`src/rtl/piso_serializer.sv`:
```
// Parallel-in, serial-out serializer: takes a word over a valid/ready handshake and
// emits it one bit per clock with valid/last qualifiers, back-to-back without gaps.
module piso_serializer #(
    parameter int DATA_WIDTH = 16,
    parameter bit MSB_FIRST  = 1'b1
) (
    input  logic                  clk,
    input  logic                  reset,
    input  logic [DATA_WIDTH-1:0] din,
    input  logic                  din_valid,
    output logic                  din_ready,
    output logic                  dout,
    output logic                  dout_valid,
    output logic                  dout_last,
    output logic                  busy
);

    localparam int             CW         = $clog2(DATA_WIDTH);
    localparam logic [CW-1:0]  LAST_IDX   = CW'(DATA_WIDTH - 1);
    localparam logic [CW-1:0]  PENULT_IDX = CW'(DATA_WIDTH - 2);

    typedef enum logic {
        IDLE,
        SHIFT
    } state_t;

    state_t                r_state;
    logic [CW-1:0]         r_cnt;
    logic [DATA_WIDTH-1:0] r_shift;
    logic                  r_dout;
    logic                  r_valid;
    logic                  r_last;

    logic                  w_at_last;
    logic                  w_accept;
    logic                  w_din_first;
    logic [DATA_WIDTH-1:0] w_din_rest;
    logic                  w_shift_first;
    logic [DATA_WIDTH-1:0] w_shift_rest;

    assign w_at_last = (r_state == SHIFT) && (r_cnt == LAST_IDX);
    assign din_ready = !reset && ((r_state == IDLE) || w_at_last);
    assign w_accept  = din_valid && din_ready;

    // The first bit goes straight to the output flop on load; the register keeps the rest.
    generate
        if (MSB_FIRST) begin : g_msb_first
            assign w_din_first   = din[DATA_WIDTH-1];
            assign w_din_rest    = din << 1;
            assign w_shift_first = r_shift[DATA_WIDTH-1];
            assign w_shift_rest  = r_shift << 1;
        end else begin : g_lsb_first
            assign w_din_first   = din[0];
            assign w_din_rest    = din >> 1;
            assign w_shift_first = r_shift[0];
            assign w_shift_rest  = r_shift >> 1;
        end
    endgenerate

    // NOTE: all state updates use non-blocking assignments so every flop samples pre-edge values.
    always_ff @(posedge clk or posedge reset) begin
        if (reset) begin
            r_state <= IDLE;
            r_cnt   <= '0;
            r_shift <= '0;
            r_dout  <= 1'b0;
            r_valid <= 1'b0;
            r_last  <= 1'b0;
        end else if (w_accept) begin
            r_state <= SHIFT;
            r_cnt   <= '0;
            r_shift <= w_din_rest;
            r_dout  <= w_din_first;
            r_valid <= 1'b1;
            r_last  <= 1'b0;
        end else if (r_state == SHIFT) begin
            if (w_at_last) begin
                r_state <= IDLE;
                r_dout  <= 1'b0;
                r_valid <= 1'b0;
                r_last  <= 1'b0;
            end else begin
                r_cnt   <= r_cnt + 1'b1;
                r_shift <= w_shift_rest;
                r_dout  <= w_shift_first;
                r_last  <= (r_cnt == PENULT_IDX);
            end
        end
    end

    assign dout       = r_dout;
    assign dout_valid = r_valid;
    assign dout_last  = r_last;
    assign busy       = r_valid;

endmodule

```
`config.mk`:
```
export PLATFORM = sky130hd
export DESIGN_NAME = piso_serializer
export DESIGN_NICKNAME = d
export VERILOG_FILES = /design/src/rtl/piso_serializer.sv
export SDC_FILE = /design/constraint.sdc
export NUM_CORES = 1
export LEC_CHECK = 0
export CAP_MARGIN = 40
export CORE_UTILIZATION = 26
export DETAILED_ROUTE_END_ITERATION = 10
export HOLD_SLACK_MARGIN = 0.15
export PLACE_DENSITY = 0.46
export SYNTH_ARGS = -nofsm -noshare
export SYNTH_HDL_FRONTEND = slang
export SYNTH_SLANG_ARGS = --single-unit
```
`constraint.sdc`:
```
create_clock -name clk -period 2 [get_ports clk]
set_clock_uncertainty 0.15 [all_clocks]
set_input_delay 0.4 -clock clk [delete_from_list [all_inputs] [get_ports clk]]
set_output_delay 0.4 -clock clk [all_outputs]
set_load 0.01 [all_outputs]
```
# [Yosys cells after proc, flatten, opt, wreduce, memory -nomap -nowiden]
# Index checks and enable logic that the tools add are counted.
# Widths: inputs -> output; s select.
[totals] inputBits=19 ff_bits=24 output_inout_bits=5 wordCells=38
[classes] n_reduce_logical=9 add_sub_neg=1 n_mux=18 n_eq_ne=3 bitwise_logic=1
[op_table] operator="$mux 16" count=3
[op_table] operator="$mux 1" count=12
[op_table] operator="$mux 4" count=3
[op_table] operator="$eq 4x4->1 const B" count=2
[op_table] operator="$add 4x1->4 const B" count=1
[op_table] operator="$reduce_and 2->1" count=2
[op_table] operator="$reduce_bool 2->1" count=2
[op_table] operator="$logic_and 1x1->1" count=3
[op_table] operator="$ne 2x1->1 const B" count=1
[op_table] operator="$logic_not 1->1" count=1
[op_table] operator="$logic_or 1x1->1" count=1
[op_table] operator="$not 1->1" count=1

# [Longest topological paths before layout]
# Gate-level depths: netlist of the first run.
[depth] depth_word=7 mapped_depth=5

# [Worst setup path after synthesis of the first run]
# Ideal clock, no wire load.
[synth_timing] path_type="register to output" from="reg r_cnt[0]" to="out din_ready" t_arrival_ns=1.236 n_path_buf=1 stages_incl_launch_ff=6 slack_ns=0.214 path_cell_list="dfrtp_1 > ha_1 > nand3_2 > and2_4 > buf_2 > nor2_1"
[synth_between] elab_chain_cells=4
[synth_rtl] element="start, declared" line="28" rtl="logic [CW-1:0] r_cnt;"
[synth_rtl] element="start signal, assigned" line="83" rtl="r_cnt <= r_cnt + 1'b1;"
[synth_rtl] element="$eq 4x4->1" line="41" rtl="assign w_at_last = (r_state == SHIFT) && (r_cnt == LAST_IDX);"
[synth_rtl] element="$logic_and 1x1->1" line="41"
[synth_rtl] element="$logic_or 1x1->1" line="42" rtl="assign din_ready = !reset && ((r_state == IDLE) || w_at_last);"
[synth_rtl] element="$logic_and 1x1->1" line="42"
[synth_rtl] element="end, declared" line="11" rtl="output logic din_ready,"
# No other way between the ends.

# [Final worst setup path of the first run]
[layout_timing] from="reg r_cnt[1]" to="out din_ready"
# Same word-level chain as after synthesis.

==> flow_results.xml, run 1 <==
<?xml version="1.0" encoding="UTF-8"?>
<metrics>
  <group name="run_status">
    <metric name="outcome" unit="">finished clean</metric>
  </group>
  <group name="synth">
    <metric name="synth_largest_type_area_fraction" unit="%">51.0</metric>
    <metric name="postSynth.topFlopCell" unit="">sky130_fd_sc_hd__dfrtp_1</metric>
    <metric name="synthTopCellsByArea" unit="">sky130_fd_sc_hd__dfrtp_1 (51%), sky130_fd_sc_hd__mux2i_1 (13%), sky130_fd_sc_hd__o21ai_0 (7.5%)</metric>
    <metric name="synth_cells" unit="">108</metric>
    <metric name="synth.net_count" unit="">129</metric>
    <metric name="syn_avg_cell_area" unit="um^2">10.4</metric>
    <metric name="synth-async-reset-ratio" unit="%">100</metric>
    <metric name="netlist_area" unit="um^2">1130</metric>
    <metric name="ys_seq_area_share" unit="%">51.0</metric>
    <metric name="synth-edff-count" unit="">0</metric>
    <metric name="synth_warn" unit="">0</metric>
    <metric name="synth_top_area_cell" unit="">sky130_fd_sc_hd__dfrtp_1</metric>
    <metric name="yosysUniqueCellTypes" unit="">25</metric>
    <metric name="postSynthRegisterBits" unit="">23</metric>
  </group>
  <group name="timing">
    <metric name="post-route-min-period" unit="ns">1.88</metric>
    <metric name="finalSetupViolations" unit="">0</metric>
    <metric name="hold_slack" unit="ns">0.362</metric>
    <metric name="maxSlewViolCount" unit="">0</metric>
    <metric name="tightest_slew" unit="ns">0.301</metric>
    <metric name="grt_setup_unrepaired" unit="">false</metric>
    <metric name="maxClockFrequency" unit="MHz">531</metric>
    <metric name="fin_crit_sh" unit="%">94.1</metric>
    <metric name="slew_headroom" unit="%">79.9</metric>
    <metric name="finalHoldViolCount" unit="">0</metric>
    <metric name="fin_ws" unit="ns">0.118</metric>
  </group>
  <group name="detailed_routing">
    <metric name="dr_total_vias" unit="">874</metric>
    <metric name="drt.antenna.violating_nets" unit="">0</metric>
    <metric name="routedWlPerCell" unit="um">14.0</metric>
    <metric name="route.layer.met1.wl" unit="um">1240</metric>
    <metric name="detailroute.wirelength.met2" unit="um">1270</metric>
    <metric name="drt_wl_total" unit="um">2610</metric>
    <metric name="post-route-drc-count" unit="">0</metric>
    <metric name="top_signal_layer_used" unit="">met4</metric>
    <metric name="routed_via_density" unit="">4.67</metric>
    <metric name="firstDrtPassIters" unit="">4</metric>
    <metric name="met3RoutedLength" unit="um">81</metric>
    <metric name="dr_iter_0_viols" unit="">22</metric>
  </group>
  <group name="final_layout">
    <metric name="synthToLayoutAreaGrowth" unit="%">32.4</metric>
    <metric name="ff_latch_area" unit="um^2">576</metric>
    <metric name="antennaDiodeCount" unit="">0</metric>
    <metric name="utilization" unit="%">36.6</metric>
    <metric name="number_of_fill_cells_in_the_layout" unit="">428</metric>
    <metric name="finish.cell_count_without_fillers" unit="">187</metric>
    <metric name="drive_above_1_share" unit="%">13.9</metric>
    <metric name="most_common_cell_after_layout_fill_and_taps_aside" unit="">sky130_fd_sc_hd__dfrtp_1</metric>
    <metric name="nets" unit="">159</metric>
    <metric name="multi_input_area" unit="um^2">492</metric>
    <metric name="stdcell_area" unit="um^2">1490</metric>
    <metric name="final_cell_mix" unit="">sky130_fd_sc_hd__dfrtp_1 (23), sky130_fd_sc_hd__clkdlybuf4s50_1 (22), sky130_fd_sc_hd__o21ai_0 (17), sky130_fd_sc_hd__mux2i_1 (15), sky130_fd_sc_hd__nand3_1 (15)</metric>
  </group>
  <group name="die">
    <metric name="die_w" unit="um">67.9</metric>
    <metric name="floorplan.io_pins" unit="">24</metric>
    <metric name="floorplan.initialDensity" unit="%">27.6</metric>
    <metric name="fp-row-count" unit="">23</metric>
    <metric name="die_height" unit="um">67.9</metric>
    <metric name="die_area" unit="um^2">4610</metric>
    <metric name="core_area" unit="um^2">4090</metric>
  </group>
  <group name="worst_setup_path">
    <metric name="buffering_stage_count_on_the_worst_path_with_inverters_included" unit="">1</metric>
    <metric name="cpLargestDelayFamily" unit="">flip-flops</metric>
    <metric name="critical_path.startpoint_type" unit="">flop</metric>
    <metric name="critical_path.slowest_cell" unit="">sky130_fd_sc_hd__dfrtp_1</metric>
    <metric name="path_cells" unit="">ha_2 -&gt; nand3_2 -&gt; and2_4 -&gt; nor2_1 -&gt; clkbuf_2</metric>
    <metric name="crit_fanout" unit="">3</metric>
    <metric name="worst_ep_required_time" unit="ns">1.45</metric>
    <metric name="critPathArrivalTime" unit="ns">1.33</metric>
    <metric name="cpPeakStageDelay" unit="ns">0.37</metric>
    <metric name="timing_worst_setup_path_type" unit="">flop to primary output</metric>
    <metric name="critical_path.endpoint_type" unit="">primary output</metric>
  </group>
  <group name="hold_path">
    <metric name="hp-class" unit="">flop to flop</metric>
  </group>
  <group name="global_routing">
    <metric name="vias_in_the_first_global_route" unit="">954</metric>
    <metric name="grt_usage" unit="%">12.6</metric>
    <metric name="grt_remaining_overflow" unit="">0</metric>
    <metric name="wire_length_of_the_first_global_routing_pass" unit="um">4250</metric>
    <metric name="grt_max_degree" unit="">24</metric>
    <metric name="antenna_violations_before_repair" unit="">0</metric>
  </group>
  <group name="clock_tree">
    <metric name="clock_sink_count" unit="">23</metric>
    <metric name="worst_setup_hold_path_clk_slew" unit="ns">0.08</metric>
    <metric name="tritoncts" unit="">built</metric>
    <metric name="htree_levels" unit="">1</metric>
    <metric name="clk-insertion-delay-late" unit="ns">0.26</metric>
    <metric name="clock-root-buffer" unit="">sky130_fd_sc_hd__clkbuf_8</metric>
    <metric name="num_cts_buffers" unit="">3</metric>
    <metric name="postCtsHoldBufs" unit="">0</metric>
    <metric name="cts_buffer_depth" unit="">2</metric>
  </group>
  <group name="place">
    <metric name="dp.final_hpwl" unit="um">1770</metric>
    <metric name="gp_congestion" unit="">0.733</metric>
    <metric name="placed_cells_incl_taps" unit="">183</metric>
    <metric name="placement.cell_area" unit="um^2">1450</metric>
    <metric name="pre_cts_ws" unit="ns">-0.0294</metric>
    <metric name="count_of_buffers_inserted_at_the_top_level_ports" unit="">23</metric>
  </group>
  <group name="job">
    <metric name="maxCapViolCount" unit="">0</metric>
  </group>
  <group name="power">
    <metric name="vdd_drop_max" unit="mV">0.352</metric>
    <metric name="power_density" unit="nW/um^2">1250</metric>
    <metric name="p_leak" unit="nW">0.642</metric>
  </group>
</metrics>
==> area by class of cell <==
type	instances	share of cell area [%]
Tap cell	50	4.19
Sequential cell	23	38.5
Multi-Input combinational cell	73	32.9
Clock buffer	4	3.02
Timing Repair Buffer	34	20.6
Inverter	3	0.754
==> repair_timing <==
action | 4_1_cts | 5_1_grt
resized for setup | 3 | 1
endpoints found under the hold margin | 0 | 0
endpoints found under the setup margin | 1 | 1
setup buffers | 0 | 0
==> cells by family (layout without fill, tap and decap cells) <==
family | count (synthesis) | after routing | synth area share [%]
AO/OA/AOI/OAI | 23 | 23 | 11.6
XOR/XNOR | 1 | 1 | 0.776
adder cells (fa/ha/maj) | 2 | 2 | 2.22
buffers and inverters | 12 | 41 | 5.88
flip-flops | 23 | 23 | 51.0
multiplexers | 15 | 15 | 13.3
AND/OR/NAND/NOR | 32 | 32 | 15.2
==> synth_stat cells, drive strengths merged (2+ instances only) <==
| cell type | number |
|---|---|
| a21oi | 2 |
| buf | 6 |
| clkbuf | 3 |
| dfrtp | 23 |
| ha | 2 |
| inv | 3 |
| mux2i | 15 |
| nand2 | 7 |
| nand2b | 2 |
| nand3 | 16 |
| nor2b | 2 |
| o21ai | 17 |
==> per-stage QoR <==
stage                     TNS [ns]  power, mW
after global placement    -0.00383       1.59
after CTS                        0       1.90
final                            0       1.87
after global routing             0       2.02
after detailed placement   -0.0294       1.61
after floorplan                  0       1.30
==> report_power, final <==
group | switching (mW) | internal [mW]
Combinational | 0.429 | 0.406
Clock | 0.144 | 0.142
Sequential | 0.103 | 0.649
Total | 0.675 | 1.20
==> flip-flops by register name, summed over array words and instances (netlist names) <==
signal	flops
r_shift	15
r_cnt	4
busy	1
dout	1
dout_last	1
r_state	1
==> layer usage <==
layer  vias to the layer above  GRT usage (%)
li1                        437              -
met1                       422           15.8
met5                         -              0
met3                         2           2.00
met2                        13           20.8
met4                         0           6.25
==> final timing paths <==
kind	start	endpoint	slack, ns	cells after the start
max in group asynchronous	reset	r_state	0.97	4
hold reg to reg	r_shift[14]	r_shift[15]	0.36	2
min in group asynchronous	reset	r_shift[4]	0.50	4
setup reg to reg	r_cnt[1]	dout	0.33	5
hold / removal	r_shift[14]	r_shift[15]	0.36	2
setup / recovery	r_cnt[1]	din_ready	0.12	5
==> worst register-to-register path: stages (launching register included) <==
cell	delay, ns
sky130_fd_sc_hd__dfrtp_1	0.37
sky130_fd_sc_hd__ha_2	0.22
sky130_fd_sc_hd__nand3_2	0.09
sky130_fd_sc_hd__and2_4	0.16
sky130_fd_sc_hd__buf_4	0.19
sky130_fd_sc_hd__a221o_1	0.37
Power figures use the tool's default switching activity.
==> inputs of run 2 (changes only) <==
--- a/config.mk
+++ b/config.mk
@@ -6,10 +6,10 @@
 export NUM_CORES = 1
 export LEC_CHECK = 0
 export CAP_MARGIN = 40
-export CORE_UTILIZATION = 26
+export CORE_UTILIZATION = 49
 export DETAILED_ROUTE_END_ITERATION = 10
 export HOLD_SLACK_MARGIN = 0.15
-export PLACE_DENSITY = 0.46
+export PLACE_DENSITY = 0.77
 export SYNTH_ARGS = -nofsm -noshare
 export SYNTH_HDL_FRONTEND = slang
 export SYNTH_SLANG_ARGS = --single-unit
==> constraint.sdc (replaced) <==
create_clock -name clk -period 2 [get_ports clk]
set_clock_uncertainty 0.15 [all_clocks]
set_input_delay 0.3 -clock clk [delete_from_list [all_inputs] [get_ports clk]]
set_output_delay 0.3 -clock clk [all_outputs]
set_load 0.01 [all_outputs]
==> run 2 against run 1 <==
Critical path depth did not move. Total power is 4.5% lower. First-iteration DRC count decreased by 45%. Sequential power grew 2%. Global-route usage up 8.0 points. Worst setup slack lost 0.046 ns. Clock power decreased by 27%.
==> flow_results.xml, run 2 (synthesized netlist as in run 1, its figures left out) <==
<?xml version="1.0" encoding="UTF-8"?>
<metrics>
  <group name="run_status">
    <metric name="outcome" unit="">finished clean</metric>
  </group>
  <group name="detailed_routing">
    <metric name="routedWlPerCell" unit="um">13.9</metric>
    <metric name="met3RoutedLength" unit="um">103</metric>
    <metric name="routed_via_density" unit="">5.53</metric>
    <metric name="post-route-drc-count" unit="">0</metric>
    <metric name="dr_iter_0_viols" unit="">12</metric>
    <metric name="dr_total_vias" unit="">912</metric>
    <metric name="firstDrtPassIters" unit="">4</metric>
    <metric name="top_signal_layer_used" unit="">met4</metric>
    <metric name="drt_wl_total" unit="um">2290</metric>
    <metric name="detailroute.wirelength.met2" unit="um">1140</metric>
    <metric name="drt.antenna.violating_nets" unit="">0</metric>
    <metric name="route.layer.met1.wl" unit="um">1020</metric>
  </group>
  <group name="clock_tree">
    <metric name="cts_buffer_depth" unit="">2</metric>
    <metric name="worst_setup_hold_path_clk_slew" unit="ns">0.12</metric>
    <metric name="num_cts_buffers" unit="">3</metric>
    <metric name="clock_sink_count" unit="">23</metric>
    <metric name="htree_levels" unit="">1</metric>
    <metric name="tritoncts" unit="">built</metric>
    <metric name="clk-insertion-delay-late" unit="ns">0.30</metric>
    <metric name="clock-root-buffer" unit="">sky130_fd_sc_hd__clkbuf_4</metric>
  </group>
  <group name="hold_path">
    <metric name="hold_path_startpoint" unit="">r_shift[13]</metric>
    <metric name="hold-path-cell-count" unit="">2</metric>
    <metric name="whs_endpoint" unit="">r_shift[14]</metric>
    <metric name="hp-class" unit="">flop to flop</metric>
  </group>
  <group name="power">
    <metric name="net-switching-power" unit="mW">0.655</metric>
    <metric name="internal_power" unit="mW">1.13</metric>
    <metric name="power_density" unit="nW/um^2">1220</metric>
    <metric name="sw_frac_of_total" unit="%">36.6</metric>
    <metric name="p_leak" unit="nW">0.634</metric>
    <metric name="combinationalPowerShare" unit="%">45.2</metric>
    <metric name="power_frac_seq" unit="%">43.1</metric>
    <metric name="vdd_drop_max" unit="mV">0.841</metric>
    <metric name="share_clk_of_total_power" unit="%">11.7</metric>
  </group>
  <group name="final_layout">
    <metric name="most_common_cell_after_layout_fill_and_taps_aside" unit="">sky130_fd_sc_hd__dfrtp_1</metric>
    <metric name="nets" unit="">159</metric>
    <metric name="final_cell_mix" unit="">sky130_fd_sc_hd__dfrtp_1 (23), sky130_fd_sc_hd__clkdlybuf4s50_1 (22), sky130_fd_sc_hd__o21ai_0 (17), sky130_fd_sc_hd__mux2i_1 (15), sky130_fd_sc_hd__nand3_1 (15)</metric>
    <metric name="largest_reg_flops" unit="">15</metric>
    <metric name="max_flop_register" unit="">r_shift</metric>
    <metric name="utilization" unit="%">66.8</metric>
    <metric name="stdcell_area" unit="um^2">1460</metric>
    <metric name="antennaDiodeCount" unit="">0</metric>
    <metric name="drive_above_1_share" unit="%">12.4</metric>
    <metric name="synthToLayoutAreaGrowth" unit="%">29.7</metric>
    <metric name="registers_with_the_highest_flip_flop_counts" unit="">r_shift x15, r_cnt x4</metric>
  </group>
  <group name="place">
    <metric name="placement.cell_area" unit="um^2">1400</metric>
    <metric name="gp_congestion" unit="">0.732</metric>
    <metric name="count_of_buffers_inserted_at_the_top_level_ports" unit="">23</metric>
    <metric name="dp.final_hpwl" unit="um">1610</metric>
  </group>
  <group name="timing">
    <metric name="finalSetupViolations" unit="">0</metric>
    <metric name="hold_slack" unit="ns">0.362</metric>
    <metric name="final.setup.tns" unit="ns">0</metric>
    <metric name="maxClockFrequency" unit="MHz">519</metric>
    <metric name="tightest_slew" unit="ns">0.220</metric>
    <metric name="fin_crit_sh" unit="%">96.4</metric>
    <metric name="post-route-min-period" unit="ns">1.93</metric>
    <metric name="finalHoldViolCount" unit="">0</metric>
    <metric name="slew_headroom" unit="%">85.3</metric>
    <metric name="maxSlewViolCount" unit="">0</metric>
    <metric name="grt_setup_unrepaired" unit="">false</metric>
  </group>
  <group name="global_routing">
    <metric name="vias_in_the_first_global_route" unit="">900</metric>
    <metric name="wire_length_of_the_first_global_routing_pass" unit="um">3820</metric>
    <metric name="grt_usage" unit="%">20.5</metric>
    <metric name="antenna_violations_before_repair" unit="">0</metric>
    <metric name="grt_remaining_overflow" unit="">0</metric>
    <metric name="grt_max_degree" unit="">23</metric>
  </group>
  <group name="worst_setup_path">
    <metric name="path_cells" unit="">ha_4 -&gt; nand3_2 -&gt; and2_4 -&gt; nor2_1 -&gt; clkdlybuf4s15_2</metric>
    <metric name="critical_path.startpoint_type" unit="">flop</metric>
    <metric name="reg2reg_from" unit="">r_cnt[0]</metric>
    <metric name="cpPeakStageDelay" unit="ns">0.43</metric>
    <metric name="cp-startpoint" unit="">r_cnt[0]</metric>
    <metric name="timing_worst_setup_path_type" unit="">flop to primary output</metric>
    <metric name="reg2regPathDepth" unit="">5</metric>
    <metric name="critical_path.slowest_cell" unit="">sky130_fd_sc_hd__dfrtp_1</metric>
    <metric name="critical_path.endpoint_type" unit="">primary output</metric>
    <metric name="crit_fanout" unit="">3</metric>
    <metric name="timing.reg2reg.setup_slack" unit="ns">0.34</metric>
    <metric name="worst_ep_required_time" unit="ns">1.55</metric>
    <metric name="critPathArrivalTime" unit="ns">1.48</metric>
    <metric name="timing.rr.end" unit="">dout</metric>
  </group>
  <group name="die">
    <metric name="die_height" unit="um">50.0</metric>
    <metric name="die_area" unit="um^2">2500</metric>
    <metric name="floorplan.io_pins" unit="">24</metric>
    <metric name="floorplan.initialDensity" unit="%">51.5</metric>
    <metric name="fp-row-count" unit="">17</metric>
    <metric name="core_area" unit="um^2">2190</metric>
    <metric name="die_w" unit="um">50.0</metric>
  </group>
  <group name="job">
    <metric name="maxCapViolCount" unit="">0</metric>
  </group>
</metrics>
[run 2: critical path: cells and delay by family, from the launching register on]
kind / cells / cell delay (ns)
adder cells (fa/ha/maj): 1 / 0.17
flip-flops: 1 / 0.43
AND/OR/NAND/NOR: 3 / 0.34
buffers and inverters: 1 / 0.23
[run 2: final cells by class]
| cell class | count | area, um^2 |
|---|---|---|
| flip-flops and latches | 23 | 576 |
| clock buffers | 4 | 26.3 |
| inverters | 3 | 11.3 |
| fillers | 180 | 727 |
| well taps | 28 | 35.0 |
| repair buffers | 34 | 317 |
| multi-input cells | 73 | 499 |
[run 2: worst max-delay path by stage]
stage | end | slack, ns | cells after the start
after floorplan | din_ready | 0.31 | 5
after global placement | din_ready | 0.07 | 5
after detailed placement | din_ready | 0.03 | 5
after CTS | din_ready | 0.008 | 5
after global routing | din_ready | 0.003 | 5
final | din_ready | 0.07 | 5
[run 2: power by group through the flow]
stage / logic, mW / clock network (mW) / registers (mW)
global placement: 0.746 / 0 / 0.763
detailed placement: 0.769 / 0 / 0.773
global route: 0.911 / 0.233 / 0.796
floorplan: 0.543 / 0 / 0.762
finish: 0.808 / 0.209 / 0.769
CTS: 0.791 / 0.222 / 0.759
[run 2: per-layer routing]
layer | vias to the layer above | global-route usage (%)
met3 | 4 | 2.78
met5 | - | 0
met4 | 0 | 8.57
met1 | 446 | 25.1
li1 | 439 | -
met2 | 23 | 35.8
[run 2: timing repair]
action	in CTS	in global routing
pin swaps	0	1
resized for setup	4	1
setup buffers	1	1
endpoints found under the hold margin	4	0
hold buffers	1	0
setup endpoints to repair	1	1
[run 2: per-stage QoR]
step / std cells / setup slack [ns] / total power, mW
2_1_floorplan: 108 / 0.314 / 1.30
3_3_place_gp: 158 / 0.0729 / 1.51
3_5_place_dp: 158 / 0.0257 / 1.54
4_1_cts: 164 / 0.00830 / 1.77
5_1_grt: 165 / 0.00314 / 1.94
6_report: 165 / 0.0720 / 1.79
